<file path="src/rtl/mem_arbiter.sv">
// rtl/mem_arbiter.sv - N-port memory arbiter onto a single downstream memory port
//
// Merges NPORT requesters that use the core's valid/instr/addr/wdata/wstrb ->
// rdata/ready memory protocol onto one downstream port. One transaction is
// outstanding at a time. A request strobe that cannot be issued at once is
// captured in a per-port pend latch. Arbitration is either round-robin or fixed
// priority, where the lowest index wins.
//
// Ports:
//   clock, reset        system clock; synchronous active-high reset
//   req_valid[i]        one-cycle request strobe of port i
//   req_instr[i]        instruction-fetch flag of port i
//   req_addr/wdata      32 bits per port, port i at [32i+31:32i]
//   req_wstrb           4 bits per port, all zero means read
//   resp_rdata          downstream read data, broadcast to every port
//   resp_ready          one-hot completion pulse for the granted port
//   mem_valid           one-cycle downstream request pulse per issue
//   mem_instr/addr/wdata/wstrb  registered fields of the last issue
//   mem_rdata, mem_ready        downstream response

module mem_arbiter #(
  parameter int NPORT         = 2,
  parameter int PRIORITY_MODE = 0
) (
  input  logic                clock,
  input  logic                reset,
  input  logic [NPORT-1:0]    req_valid,
  input  logic [NPORT-1:0]    req_instr,
  input  logic [32*NPORT-1:0] req_addr,
  input  logic [32*NPORT-1:0] req_wdata,
  input  logic [4*NPORT-1:0]  req_wstrb,
  output logic [31:0]         resp_rdata,
  output logic [NPORT-1:0]    resp_ready,
  output logic                mem_valid,
  output logic                mem_instr,
  output logic [31:0]         mem_addr,
  output logic [31:0]         mem_wdata,
  output logic [3:0]          mem_wstrb,
  input  logic [31:0]         mem_rdata,
  input  logic                mem_ready
);

  localparam int            PW   = (NPORT > 1) ? $clog2(NPORT) : 1;
  localparam logic [PW-1:0] LAST = PW'(NPORT - 1);

  typedef enum logic {
    S_IDLE = 1'b0,
    S_BUSY = 1'b1
  } state_t;

  state_t           state_q, state_d;
  logic [PW-1:0]    ptr_q, ptr_d;
  logic [PW-1:0]    grant_q, grant_d;

  logic             mem_valid_q, mem_valid_d;
  logic             mem_instr_q, mem_instr_d;
  logic [31:0]      mem_addr_q, mem_addr_d;
  logic [31:0]      mem_wdata_q, mem_wdata_d;
  logic [3:0]       mem_wstrb_q, mem_wstrb_d;

  logic [NPORT-1:0] pend_valid_q, pend_valid_d;
  logic [NPORT-1:0] pend_instr_q, pend_instr_d;
  logic [31:0]      pend_addr_q  [NPORT];
  logic [31:0]      pend_addr_d  [NPORT];
  logic [31:0]      pend_wdata_q [NPORT];
  logic [31:0]      pend_wdata_d [NPORT];
  logic [3:0]       pend_wstrb_q [NPORT];
  logic [3:0]       pend_wstrb_d [NPORT];

  // Effective request per port: an accepted live strobe or the pend latch.
  logic [NPORT-1:0] live;
  logic [NPORT-1:0] eff;
  logic [NPORT-1:0] eff_instr;
  logic [31:0]      eff_addr  [NPORT];
  logic [31:0]      eff_wdata [NPORT];
  logic [3:0]       eff_wstrb [NPORT];

  logic             win_found;
  logic [PW-1:0]    win_idx;
  logic             issue;

  always_comb begin
    live      = '0;
    eff       = '0;
    eff_instr = '0;
    for (int i = 0; i < NPORT; i++) begin
      eff_instr[i] = pend_instr_q[i];
      eff_addr[i]  = pend_addr_q[i];
      eff_wdata[i] = pend_wdata_q[i];
      eff_wstrb[i] = pend_wstrb_q[i];
      // A repeated strobe is dropped while the port still owns a pend entry
      // or an in-flight request. The in-flight one stops counting in the
      // cycle it completes, so a port may re-request on its resp_ready.
      live[i] = req_valid[i] && !pend_valid_q[i] &&
                !(state_q == S_BUSY && grant_q == PW'(i) && !mem_ready);
      if (live[i]) begin
        eff_instr[i] = req_instr[i];
        eff_addr[i]  = req_addr[32*i +: 32];
        eff_wdata[i] = req_wdata[32*i +: 32];
        eff_wstrb[i] = req_wstrb[4*i +: 4];
      end
      eff[i] = live[i] | pend_valid_q[i];
    end
  end

  // Winner select. Both loops run from the far end back towards the
  // preferred start, so the last hit is the one nearest the start.
  always_comb begin : p_pick
    logic [PW-1:0] cand;
    int            rot;
    win_found = 1'b0;
    win_idx   = '0;
    cand      = '0;
    rot       = 0;
    if (PRIORITY_MODE != 0) begin
      for (int i = NPORT - 1; i >= 0; i--) begin
        if (eff[i]) begin
          win_found = 1'b1;
          win_idx   = PW'(i);
        end
      end
    end else begin
      for (int off = NPORT - 1; off >= 0; off--) begin
        rot = int'(ptr_q) + off;
        if (rot >= NPORT) begin
          rot = rot - NPORT;
        end
        cand = PW'(rot);
        if (eff[cand]) begin
          win_found = 1'b1;
          win_idx   = cand;
        end
      end
    end
  end

  always_comb begin
    state_d      = state_q;
    ptr_d        = ptr_q;
    grant_d      = grant_q;
    mem_valid_d  = 1'b0;
    mem_instr_d  = mem_instr_q;
    mem_addr_d   = mem_addr_q;
    mem_wdata_d  = mem_wdata_q;
    mem_wstrb_d  = mem_wstrb_q;
    pend_valid_d = pend_valid_q;
    pend_instr_d = pend_instr_q;
    pend_addr_d  = pend_addr_q;
    pend_wdata_d = pend_wdata_q;
    pend_wstrb_d = pend_wstrb_q;
    issue        = 1'b0;

    case (state_q)
      S_IDLE: begin
        issue = win_found;
      end
      S_BUSY: begin
        // Completion and the next issue share a cycle: no idle bubble.
        if (mem_ready) begin
          issue = win_found;
          if (!win_found) begin
            state_d = S_IDLE;
          end
        end
      end
      default: begin
        state_d = S_IDLE;
      end
    endcase

    if (issue) begin
      state_d     = S_BUSY;
      grant_d     = win_idx;
      ptr_d       = (win_idx == LAST) ? '0 : win_idx + PW'(1);
      mem_valid_d = 1'b1;
      mem_instr_d = eff_instr[win_idx];
      mem_addr_d  = eff_addr[win_idx];
      mem_wdata_d = eff_wdata[win_idx];
      mem_wstrb_d = eff_wstrb[win_idx];
    end

    // Granted ports drop their latch; accepted strobes that lost are kept.
    for (int i = 0; i < NPORT; i++) begin
      if (issue && win_idx == PW'(i)) begin
        pend_valid_d[i] = 1'b0;
      end else if (live[i]) begin
        pend_valid_d[i] = 1'b1;
        pend_instr_d[i] = req_instr[i];
        pend_addr_d[i]  = req_addr[32*i +: 32];
        pend_wdata_d[i] = req_wdata[32*i +: 32];
        pend_wstrb_d[i] = req_wstrb[4*i +: 4];
      end
    end
  end

  // mem_ready is only meaningful while a transaction is outstanding.
  always_comb begin
    resp_ready = '0;
    if (state_q == S_BUSY && mem_ready) begin
      resp_ready[grant_q] = 1'b1;
    end
  end

  assign resp_rdata = mem_rdata;
  assign mem_valid  = mem_valid_q;
  assign mem_instr  = mem_instr_q;
  assign mem_addr   = mem_addr_q;
  assign mem_wdata  = mem_wdata_q;
  assign mem_wstrb  = mem_wstrb_q;

  always_ff @(posedge clock) begin
    if (reset) begin
      state_q      <= S_IDLE;
      ptr_q        <= '0;
      grant_q      <= '0;
      mem_valid_q  <= 1'b0;
      mem_instr_q  <= 1'b0;
      mem_addr_q   <= '0;
      mem_wdata_q  <= '0;
      mem_wstrb_q  <= '0;
      pend_valid_q <= '0;
      pend_instr_q <= '0;
      for (int i = 0; i < NPORT; i++) begin
        pend_addr_q[i]  <= '0;
        pend_wdata_q[i] <= '0;
        pend_wstrb_q[i] <= '0;
      end
    end else begin
      state_q      <= state_d;
      ptr_q        <= ptr_d;
      grant_q      <= grant_d;
      mem_valid_q  <= mem_valid_d;
      mem_instr_q  <= mem_instr_d;
      mem_addr_q   <= mem_addr_d;
      mem_wdata_q  <= mem_wdata_d;
      mem_wstrb_q  <= mem_wstrb_d;
      pend_valid_q <= pend_valid_d;
      pend_instr_q <= pend_instr_d;
      pend_addr_q  <= pend_addr_d;
      pend_wdata_q <= pend_wdata_d;
      pend_wstrb_q <= pend_wstrb_d;
    end
  end

endmodule

</file>
<file path="config.mk">
export PLATFORM = sky130hd
export DESIGN_NAME = mem_arbiter
export DESIGN_NICKNAME = d
export VERILOG_FILES = /design/src/rtl/mem_arbiter.sv
export SDC_FILE = /design/constraint.sdc
export NUM_CORES = 1
export LEC_CHECK = 0
export CAP_MARGIN = 20
export CORE_UTILIZATION = 48
export CTS_CLUSTER_SIZE = 25
export DETAILED_ROUTE_END_ITERATION = 16
export PLACE_DENSITY = 0.81
export SKIP_LAST_GASP = 1
export SYNTH_ARGS = -nofsm -noshare
export SYNTH_HDL_FRONTEND = slang
export SYNTH_SLANG_ARGS = --single-unit
export TNS_END_PERCENT = 5
</file>
<file path="constraint.sdc">
create_clock -name clock -period 2.12 [get_ports clock]
set_input_delay 0.318 -clock clock [delete_from_list [all_inputs] [get_ports clock]]
set_output_delay 0.318 -clock clock [all_outputs]
set_load 0.005 [all_outputs]
</file>
==> results.sh <==
export IMPL_placed_cell_area_sq_mm=0.0118
export IMPL_hold_depth=3
export IMPL_synth_async_reset_ratio=0
export IMPL_area_growth_pct=33.2
export IMPL_min_path_type="in2reg"
export IMPL_cts_max_level=1
export IMPL_max_freq_ghz=0.492
export IMPL_initial_utilization=0.497
export IMPL_dr_first_iter_drc_count=707
export IMPL_synth_distinct_cells=43
export IMPL_drive_gt1_frac=0.0815
export IMPL_hold_buffers=0
export IMPL_place_hpwl_mm=18.3
export IMPL_min_from="req_addr[36]"
export IMPL_clk_latency_ns=0.50
export IMPL_p_seq_frac=0.435
export IMPL_num_rows=50
export IMPL_syn_area_per_cell_sq_um=8.70
export IMPL_routed_wl_mm=27.9
export IMPL_ant_nets=0
export IMPL_fillers=1529
export IMPL_power_leakage_uw=0.00459
export IMPL_path_cells="and3_1, clkdlybuf4s50_1"
export IMPL_clkTransAtPathRegs_ns=0.06
export IMPL_start_kind="register"
export IMPL_period_needed_ns=2.03
export IMPL_syn_inst=1083
export IMPL_status="completed"
export IMPL_end_kind="output pin"
export IMPL_worst_path_largest_cell_delay_ns=0.54
export IMPL_setup_viol=0
export IMPL_fin_crit_sh=0.958
export IMPL_yosysSeqAreaShare=0.453
export IMPL_crit_slowest_cell="clkdlybuf4s50_1"
export IMPL_cts_resized=0
export IMPL_post_cts_setup_buffers=0
export IMPL_crit_type="reg2out"
export IMPL_highest_layer="met4"
export IMPL_grt_max_degree=61
export IMPL_synth_seq_cells=213
export IMPL_cap_violations=0
export IMPL_cp_max_fo=7
export IMPL_cts_buffer_depth=3
export IMPL_antenna_cells=0
export IMPL_p_int_uw=7630
export IMPL_critPathRequiredTime_ns=1.80
export IMPL_track_usage=0.273
export IMPL_r2r_start="pend_valid_q[0]"
export IMPL_met1Wirelength_mm=11.6
export IMPL_cp_arrival_ns=1.71
export IMPL_p_sw_uw=2860
export IMPL_overflow=0
export IMPL_cts_tree="yes"
export IMPL_clockPowerShare=0.362
export IMPL_cts_buffers_inserted=23
export IMPL_pin_count=279
export IMPL_tightest_slew_ns=0.930
export IMPL_viasPerCell=5.86
export IMPL_vias=8854
export IMPL_holdPathEnd="pend_addr_q[4]"
export IMPL_first_pass_iters=8
export IMPL_grt_setup_unrepaired="false"
export IMPL_antenna_found_initial=0
export IMPL_synthesis_nets=1258
export IMPL_timing_final_max_slew_violations=0
export IMPL_port_buffer_count=214
export IMPL_grt_pass1_vias=8598
export IMPL_place_congestion=0.858
export IMPL_clockRootBuffer="clkbuf_16"
export IMPL_finalHoldViolCount=0
export IMPL_slew_limit_headroom=0.378
export IMPL_ys_warn_count=0
export IMPL_synth_area_sq_mm=0.00942
export IMPL_comb_power_share=0.203
export IMPL_dr_wl_met3_mm=2.29
export IMPL_post_route_util=0.662
export IMPL_r2r_cells=4
export IMPL_vdd_drop_max_mv=0.600
export IMPL_p_per_area_mw_per_mm2=835
export IMPL_synthFlopType="dfxtp_1"
export IMPL_post_place_ws_ns=-0.213
export IMPL_core_region_area_sq_mm=0.0190
export IMPL_route_met2_wl_mm=13.3
export IMPL_clkSinkCount=213
export IMPL_p_sw_frac=0.272
export IMPL_setup_ws_ns=0.0890
export IMPL_die_height_um=142
export IMPL_nets=1412
export IMPL_crit_start="grant_q"
export IMPL_grt_pass1_wl_mm=44.5
export IMPL_final_area_sq_mm=0.0126
export IMPL_die_area_sq_mm=0.0202
export IMPL_synth_edff_count=0
export IMPL_die_x_um=142
export IMPL_reg2reg_setup_slack_ns=0.23
export IMPL_hold_slack_ns=0.395
export IMPL_finalPower_uw=10500
export IMPL_wire_per_inst_um=18.5
export IMPL_drc=0
export IMPL_fin_worst_skew_ns=0.00595
export IMPL_worstReg2RegEnd="mem_wdata[31]"
==> worst max path at each step <==
stage	end	slack, ns
3_3_place_gp	mem_wdata[18]	-0.19
6_report	resp_ready[1]	0.09
2_1_floorplan	mem_addr[30]	0.45
4_1_cts	resp_ready[1]	0.08
3_5_place_dp	mem_wdata[31]	-0.21
5_1_grt	resp_ready[0]	0.04
==> metal layers <==
metal  GRT usage  up-vias
li1            -     4192
met2       0.462      403
met5           0        -
met4      0.0792        0
met1       0.350     4193
met3      0.0579       66
==> layout make-up <==
class	instances	area (sq um)	area share
multi-input cells	735	4490	0.357
flip-flops and latches	213	4270	0.340
repair buffers	262	2760	0.220
clock buffers	34	677	0.0539
well taps	260	325	0.0259
clock inverters	5	28.8	0.00229
inverters	2	7.51	0.000598
==> worst max-delay path: cells and delay by family, from the launching register on <==
kind	cells	cell delay, ns
buffers and inverters	1	0.54
DFF	1	0.47
and+or+nand+nor	1	0.21
==> cells in the final DEF, fill, tap and decap left out, drive strengths merged <==
master and instances:
clkdlybuf4s50 213, dfxtp 213, nand2 211, a21oi 145, mux2i 66, buf 49, nor2 40, nand3 37
o21ai 37, a221o 36, a211oi 35, o211ai 34, clkbuf 34, a22o 33, o221ai 33, clkinv 5
nor3 4, nand2b 3, mux2 3, nor2b 3, nand4 2, or2 2, a311oi 2, inv 2
and3 1, nor3b 1, a311o 1, o21bai 1, and3b 1, o21ba 1, nand3b 1, nor4 1
or3b 1
==> power groups by stage <==
stage                     clock [uW]  sequential [uW]  combinational [uW]
after floorplan                    0             4610                1130
final                           3800             4560                2130
after CTS                       3820             4560                2120
after global placement             0             4630                2070
after global routing            4010             4600                2300
after detailed placement           0             4640                2110
==> Yosys cell counts (6+ instances only) <==
master,n,share of area
a21oi_1,145,0.077
buf_1,6,0.0024
nand3_1,37,0.020
a211oi_1,34,0.027
nor2_1,38,0.015
nand2_1,211,0.084
mux2i_1,66,0.070
a22o_1,33,0.031
o211ai_1,33,0.026
buf_6,6,0.0072
buf_4,38,0.030
o21ai_0,36,0.019
buf_2,22,0.012
a221o_1,36,0.038
dfxtp_1,213,0.45
o221ai_1,33,0.031
clkbuf_1,61,0.024
==> stage by stage <==
step | instances | TNS, ns
global placement | 1472 | -14.85
finish | 1511 | 0
CTS | 1511 | 0
global route | 1511 | 0
floorplan | 1083 | 0
detailed placement | 1472 | -21.36
==> cell families after synthesis <==
logic type | share of synthesized area
AO/OA/AOI/OAI | 0.259
AND/OR/NAND/NOR | 0.138
flip-flops | 0.453
buffers and inverters | 0.0766
multiplexers | 0.0737
==> state kept, by name, summed over array words and instances, names as in the netlist <==
signal,count
pend_valid_q,2
pend_addr_q,64
mem_wstrb,4
pend_instr_q,2
pend_wdata_q,64
pend_wstrb_q,8
mem_wdata,32
mem_addr,32
ptr_q,1
state_q,1
mem_instr,1
grant_q,1
mem_valid,1
Note: power is estimated with default switching activity, not from simulation.
